--- src/rtl/jk_bank_driver.sv ---
// jk_bank_driver: write-side controller for a bank of WIDTH JK latches.
// A target word is accepted over a valid/ready handshake. Per-bit J/K
// excitation is derived from the target and the sampled latch outputs. The
// enable is pulsed and the bank is given SETTLE_CYCLES to settle. The outputs
// are then read back, and a failed write is retried up to MAX_RETRY times.
// All outputs are registered (Moore).
// Optional feature macro: JKDRV_ERRMASK_EN adds err_mask, which holds the
// mismatching bits captured on the edge that raises err.
//
// Handshake: a request transfers on any rising edge where req_valid &&
// req_ready. req_ready is high only while the FSM is IDLE, which includes the
// done/err pulse cycle. req_valid is ignored while busy.
module jk_bank_driver #(
  parameter int WIDTH         = 4,
  parameter int SETTLE_CYCLES = 2,
  parameter int MAX_RETRY     = 3
) (
  input  logic             clk,
  input  logic             rst,
  input  logic             req_valid,
  output logic             req_ready,
  input  logic [WIDTH-1:0] req_data,
  input  logic [WIDTH-1:0] q_in,
  output logic [WIDTH-1:0] j_out,
  output logic [WIDTH-1:0] k_out,
  output logic             en_out,
  output logic             done,
  output logic             err,
`ifdef JKDRV_ERRMASK_EN
  output logic [WIDTH-1:0] err_mask,
`endif
  output logic             busy
);

  localparam int SW = (SETTLE_CYCLES < 2) ? 1 : $clog2(SETTLE_CYCLES);
  localparam int RW = (MAX_RETRY < 1) ? 1 : $clog2(MAX_RETRY + 1);
  localparam logic [SW-1:0] SETTLE_LAST = SW'(SETTLE_CYCLES - 1);
  localparam logic [RW-1:0] RETRY_MAX   = RW'(MAX_RETRY);

  typedef enum logic [1:0] {
    IDLE   = 2'd0,
    DRIVE  = 2'd1,
    SETTLE = 2'd2,
    CHECK  = 2'd3
  } state_t;

  state_t            state, state_n;
  logic [WIDTH-1:0]  target, target_n;
  logic [RW-1:0]     retry_cnt, retry_n;
  logic [SW-1:0]     settle_cnt, settle_n;
  logic [WIDTH-1:0]  j_n, k_n;
  logic              en_n, done_n, err_n, busy_n, ready_n;
`ifdef JKDRV_ERRMASK_EN
  logic [WIDTH-1:0]  mask_n;
`endif

  // Next state and next registered outputs.
  always_comb begin
    state_n  = state;
    target_n = target;
    retry_n  = retry_cnt;
    settle_n = settle_cnt;
    j_n      = '0;
    k_n      = '0;
    en_n     = 1'b0;
    done_n   = 1'b0;
    err_n    = 1'b0;
`ifdef JKDRV_ERRMASK_EN
    mask_n   = err_mask;
`endif
    case (state)
      IDLE: begin
        if (req_valid && req_ready) begin
          target_n = req_data;
          retry_n  = '0;
`ifdef JKDRV_ERRMASK_EN
          mask_n   = '0;
`endif
          if (q_in == req_data) begin
            // Bank already holds the target: complete without driving.
            done_n = 1'b1;
          end else begin
            state_n = DRIVE;
            en_n    = 1'b1;
            // Set-only / clear-only excitation; J=K=1 can never occur.
            j_n     = req_data & ~q_in;
            k_n     = ~req_data & q_in;
          end
        end
      end
      DRIVE: begin
        state_n  = SETTLE;
        settle_n = '0;
      end
      SETTLE: begin
        if (settle_cnt == SETTLE_LAST) state_n = CHECK;
        else                           settle_n = settle_cnt + 1'b1;
      end
      CHECK: begin
        if (q_in == target) begin
          done_n  = 1'b1;
          state_n = IDLE;
        end else if (retry_cnt < RETRY_MAX) begin
          retry_n = retry_cnt + 1'b1;
          state_n = DRIVE;
          en_n    = 1'b1;
          j_n     = target & ~q_in;
          k_n     = ~target & q_in;
        end else begin
          err_n   = 1'b1;
          state_n = IDLE;
`ifdef JKDRV_ERRMASK_EN
          mask_n  = q_in ^ target;
`endif
        end
      end
      default: state_n = IDLE;
    endcase
    busy_n  = (state_n != IDLE);
    ready_n = (state_n == IDLE);
  end

  // State and output registers with synchronous reset.
  always_ff @(posedge clk) begin
    if (rst) begin
      state      <= IDLE;
      target     <= '0;
      retry_cnt  <= '0;
      settle_cnt <= '0;
      j_out      <= '0;
      k_out      <= '0;
      en_out     <= 1'b0;
      done       <= 1'b0;
      err        <= 1'b0;
      busy       <= 1'b0;
      req_ready  <= 1'b0;
`ifdef JKDRV_ERRMASK_EN
      err_mask   <= '0;
`endif
    end else begin
      state      <= state_n;
      target     <= target_n;
      retry_cnt  <= retry_n;
      settle_cnt <= settle_n;
      j_out      <= j_n;
      k_out      <= k_n;
      en_out     <= en_n;
      done       <= done_n;
      err        <= err_n;
      busy       <= busy_n;
      req_ready  <= ready_n;
`ifdef JKDRV_ERRMASK_EN
      err_mask   <= mask_n;
`endif
    end
  end

endmodule

--- config.mk ---
export PLATFORM = sky130hd
export DESIGN_NAME = jk_bank_driver
export DESIGN_NICKNAME = d
export VERILOG_FILES = /design/src/rtl/jk_bank_driver.sv
export SDC_FILE = /design/constraint.sdc
export NUM_CORES = 1
export LEC_CHECK = 0
export ABC_AREA = 1
export CORE_MARGIN = 3
export CORE_UTILIZATION = 50
export CTS_CLUSTER_DIAMETER = 150
export DETAILED_ROUTE_END_ITERATION = 12
export PLACE_DENSITY = 0.89
export SLEW_MARGIN = 15
export SYNTH_ARGS = -nofsm -noshare
export SYNTH_HDL_FRONTEND = slang
export SYNTH_SLANG_ARGS = --single-unit
--- constraint.sdc ---
create_clock -name clk -period 2 [get_ports clk]
set_clock_uncertainty 0.15 [all_clocks]
set_input_delay 0.4 -clock clk [delete_from_list [all_inputs] [get_ports clk]]
set_output_delay 0.4 -clock clk [all_outputs]
set_load 0.05 [all_outputs]
**Word level (Yosys, flattened, before mapping)**

Index checks and enable logic that the tools add are counted.
Widths: inputs -> output; s select.

- Memories kept: 0
- Output and inout bits: 13
- Memory bits (writable): 0
- Bits in registers: 22
- Latch bits: 0
- Bits of input ports: 11
- ROM bits: 0

- Shift operators: 0
- Muxes and demuxes: 32
- Add/sub/neg operators: 2
- Order comparisons: 1
- Bitwise operators: 8
- Divide/modulo/power cells: 0
- Reduce and logical (&&, ||, !) cells: 9
- Multiply operators: 0
- Equality and inequality tests: 8

Operators with widths:

| operator | number |
|---|---|
| $mux 4 | 8 |
| $and 4x4->4 | 4 |
| $pmux 4 s2 | 2 |
| $mux 2 | 6 |
| $not 4->4 | 3 |
| $mux 1 | 11 |
| $eq 4x4->1 | 2 |
| $pmux 2 s4 | 1 |
| $ne 2x2->1 const B | 3 |
| $pmux 1 s2 | 3 |
| $reduce_bool 2->1 | 3 |
| $eq 2x2->1 const B | 2 |
| $logic_not 2->1 | 2 |
| $pmux 2 s2 | 1 |
| $reduce_and 4->1 | 1 |
| $reduce_or 3->1 | 1 |
| $add 2x1->2 const B | 1 |
| $eq 2x1->1 const B | 1 |
| $lt 2x2->1 const B | 1 |
| $reduce_and 2->1 | 1 |
| $add 1x1->1 const B | 1 |
| $logic_and 1x1->1 | 1 |
| $not 1->1 | 1 |

**Depth between registers and ports, before layout**

- Depth in word-level cells: 5
- Gate-level depth with buffers: 8
- Gate-level depth less buffers: 8

**Least setup slack after synthesis**

Ideal clock, no wire load.

- Path kind: register -> register
- Start: register req_ready
- End: register retry_cnt[0]
- Data arrival time: 1.236 ns
- Setup slack: 0.497 ns
- Setup time: 0.117 ns
- Required time: 1.733 ns
- Stages on the path, launching flop included: 7
- Path through: dfxtp_1 nand3_2 buf_6 nand2_1 nand3_1 nand2_1 a21oi_1

- Longest elaborated chain between the ends: 3

Ends and longest elaborated chain:

| what | RTL line | text |
|---|---|---|
| start: declaration | 21 | `output logic req_ready,` |
| start signal: assignment | 151 | `req_ready <= ready_n;` |
| $logic_and 1x1->1 | 73 | `if (req_valid && req_ready) begin` |
| $ne 2x2->1 (no source line) | - |  |
| $reduce_and 4->1 (no source line) | - |  |
| end signal: assignment | 143 | `retry_cnt <= retry_n;` |
| end: declaration | 49 | `logic [RW-1:0] retry_cnt, retry_n;` |

No other way between the ends.
A chain may end at the register's enable or synchronous reset.

**Worst setup path after layout**

- Start: input port q_in[2]
- End: register retry_cnt[0]

- Longest elaborated chain between the ends: 3

Ends and longest elaborated chain:

| what | RTL line | text |
|---|---|---|
| start: declaration | 23 | `input logic [WIDTH-1:0] q_in,` |
| $eq 4x4->1 | 100 | `if (q_in == target) begin` |
| $ne 2x2->1 (no source line) | - |  |
| $reduce_and 4->1 (no source line) | - |  |

No other way between the ends.

==> results.md <==
- CP max-delay cell: clkdlybuf4s50_1
- Antenna Cells: 0
- VDD IR max: ~0.9 mV
- Post-Route WL: approximately 2600 µm
- Final min period: ~1800 ps
- Final number of hold-violating endpoints: 0
- CP Capture Type: flip-flop
- Placed instance area: 1500 µm²
- RSZ-0062 raised after global routing: false
- Grt ovf: 0
- All-Layer GR Usage: 0.195
- WP data required: roughly 2100 ps
- Avg WL per Cell: 12.2 µm
- Die Span X: around 54 µm
- Crit path DAT: a little under 2000 ps
- Initial drt markers: 12
- Status: completed
- Most frequent cells in the layout: nand2_1, inv_1, dfxtp_1, buf_4, ha_1
- Vias: 1036
- Hold_buf cts: 0
- FP Rows: 16
- Final HPWL DP: 2070 µm
- F_max: ~550 MHz
- Sequential area share after synthesis: 0.380
- Insertion delay to the later sink of the worst-skew pair: around 320 ps
- Final period utilization: 0.915
- Most common cell after layout, fill and taps aside: nand2_1
- Die height: 54.2 µm
- CTS buffer count: 3
- Worst R2R Start: state[1]
- Clock-pin slew on the worst setup and hold paths: ~130 ps
- Final setup viols: 0
- Synth Instances: about 140
- I/O pin cnt: 24
- Cell Chain, Critical Path: clkdlybuf4s50_1, inv_1, ha_1, nand2_1, nor2_1, nand2_1, nand3_1, nand2_1, a21oi_1
- First-pass GRT wire length: 4060 µm
- CTS tree: built
- Yosys warning total: 0
- Max capacitance violation total: 0
- Min-delay src: retry_cnt[1]
- Worst setup SP type: input port
- CTS root buf: clkbuf_4
- Cell area after layout: 1550 µm²
- Final total power: 1.43 mW
- Vias in the first global route: between 1000 and 1500
- Average size of a mapped cell: between 8 and 9 µm²
- CP max stage delay: around 500 ps
- Largest net degree at the start of global routing: 13
- Pwr per Cell Area: a little over 900 nW/µm²
- CP Class: in2reg
- Worst Max-Slew Pin Slew: 505 ps
- Vias per cell: 4.93
- Register area: between 400 and 500 µm²
- H-tree levels: 1
- Setup repair bufs after CTS: 0
- Clk sinks: 22
- Most common cell on crit path: nand2_1
- Core area: about 2100 µm²
- Drt drc: 0
- Hold Crit Class: reg2reg
- Final slew viol count: 0
- Starting Density: 0.557
- Syn_nets: 175
- 1st-pass router iterations: 5
- Layout area overhead: 33.7%
- Proportion of layout cells with a drive suffix above 1: 0.169
- Layout fillers: 152
- Slew margin rel.: 0.663
- Critical Path Start: q_in[2]
- Placer Congestion: 0.806
- Leak: around 0.84 nW
- CP delay by family, top: simple AND/OR/NAND/NOR gates
- Mapped cell area: 1160 µm²
- Area of the die: between 2000 and 3000 µm²
- PortBufs: 23
- CTS Buffer Depth: 2
- Critical path buffers and inverters: 2
- Distinct cells, synth: 20
- Nets: ~220
- Crit path max fanout: 4
- Multi-input logic area: a little over 600 µm²
- Initial antenna violation count: 0
- Routed Antenna Nets: 0
- Synth Register Bits: 22
==> registers in the layout, indices dropped and copies added (netlist names), 2 cells and up <==
register,cells
target,4
j_out,4
retry_cnt,2
state,2
k_out,4
==> power by group <==
group	total [mW]	leakage [nW]	switching, mW	internal (mW)
Sequential	0.554	0.179	0.0431	0.510
Clock	0.255	0.0210	0.144	0.112
Combinational	0.617	0.638	0.399	0.218
Total	1.43	0.838	0.586	0.840
==> final timing paths <==
| kind | to | slack, ps | cells after the start |
|---|---|---|---|
| hold reg to reg | retry_cnt[1] | 330 | 2 |
| setup reg to reg | k_out[0] | 390 | 7 |
| hold / removal | retry_cnt[1] | 330 | 2 |
| setup / recovery | retry_cnt[0] | 170 | 9 |
==> cell usage after synthesis <==
cell / count / area (µm²)
a21oi_1: 17 / 85.1
a21oi_2: 1 / 8.76
a22oi_1: 1 / 7.51
buf_2: 1 / 5.00
buf_6: 1 / 11.3
dfxtp_1: 22 / 440
ha_1: 21 / 263
inv_1: 22 / 82.6
inv_2: 1 / 3.75
nand2_1: 32 / 120
nand3_1: 2 / 10.0
nand3_2: 1 / 10.0
nand4_1: 3 / 18.8
nor2_1: 8 / 30.0
nor2_4: 1 / 11.3
nor3_1: 1 / 5.00
o21ai_0: 5 / 25.0
o21ai_2: 1 / 8.76
o21bai_1: 1 / 7.51
or2_0: 1 / 6.26
==> final cells by class <==
| cell class | count | area share |
|---|---|---|
| timing repair buffer | 38 | 0.217 |
| multi-input combinational | 96 | 0.398 |
| sequential | 22 | 0.284 |
| clock buffer | 4 | 0.0234 |
| tap | 27 | 0.0218 |
| inverter | 23 | 0.0557 |
==> cell families (layout without fill, tap and decap cells) <==
group | count (synthesis) | count (layout) | share of synthesized area
adder cells (fa/ha/maj) | 21 | 21 | 0.227
AO/OA/AOI/OAI | 26 | 26 | 0.123
AND/OR/NAND/NOR | 49 | 49 | 0.182
buffers and inverters | 25 | 65 | 0.0885
flip-flops | 22 | 22 | 0.380
==> repair_timing <==
action                                 CTS  global route
resized for setup                        1             5
endpoints found under the hold margin    0             0
setup endpoints to repair                1             5
pin swaps                                0             0
==> tightest hold or removal path: stages (launching register included) <==
cell and delay, ps:
dfxtp_1 340, nand2_1 60, a21oi_1 50
==> routing by layer <==
| layer | wire [µm] | vias to the layer above | part of all wire | GRT usage |
|---|---|---|---|---|
| met5 | 0 | - | 0 | 0 |
| met4 | 47 | 0 | 0.018 | 0.108 |
| met3 | 130 | 5 | 0.051 | 0.0388 |
| met2 | 1340 | 29 | 0.52 | 0.365 |
| met1 | 1040 | 464 | 0.41 | 0.198 |
| li1 | - | 538 | - | - |
==> per-stage QoR <==
step | util | hold WS (ps) | std cells | TNS [ps] | setup slack, ps
5_1_grt | 0.745 | 356 | 210 | 0 | 17.7
4_1_cts | 0.739 | 338 | 210 | 0 | 2.66
3_3_place_gp | 0.722 | 303 | 206 | -389 | -102
6_report | 0.745 | 332 | 210 | 0 | 170
2_1_floorplan | - | 294 | 143 | 0 | 497
3_5_place_dp | 0.722 | 321 | 206 | -922 | -168
Note: power is estimated with default switching activity, not from simulation.
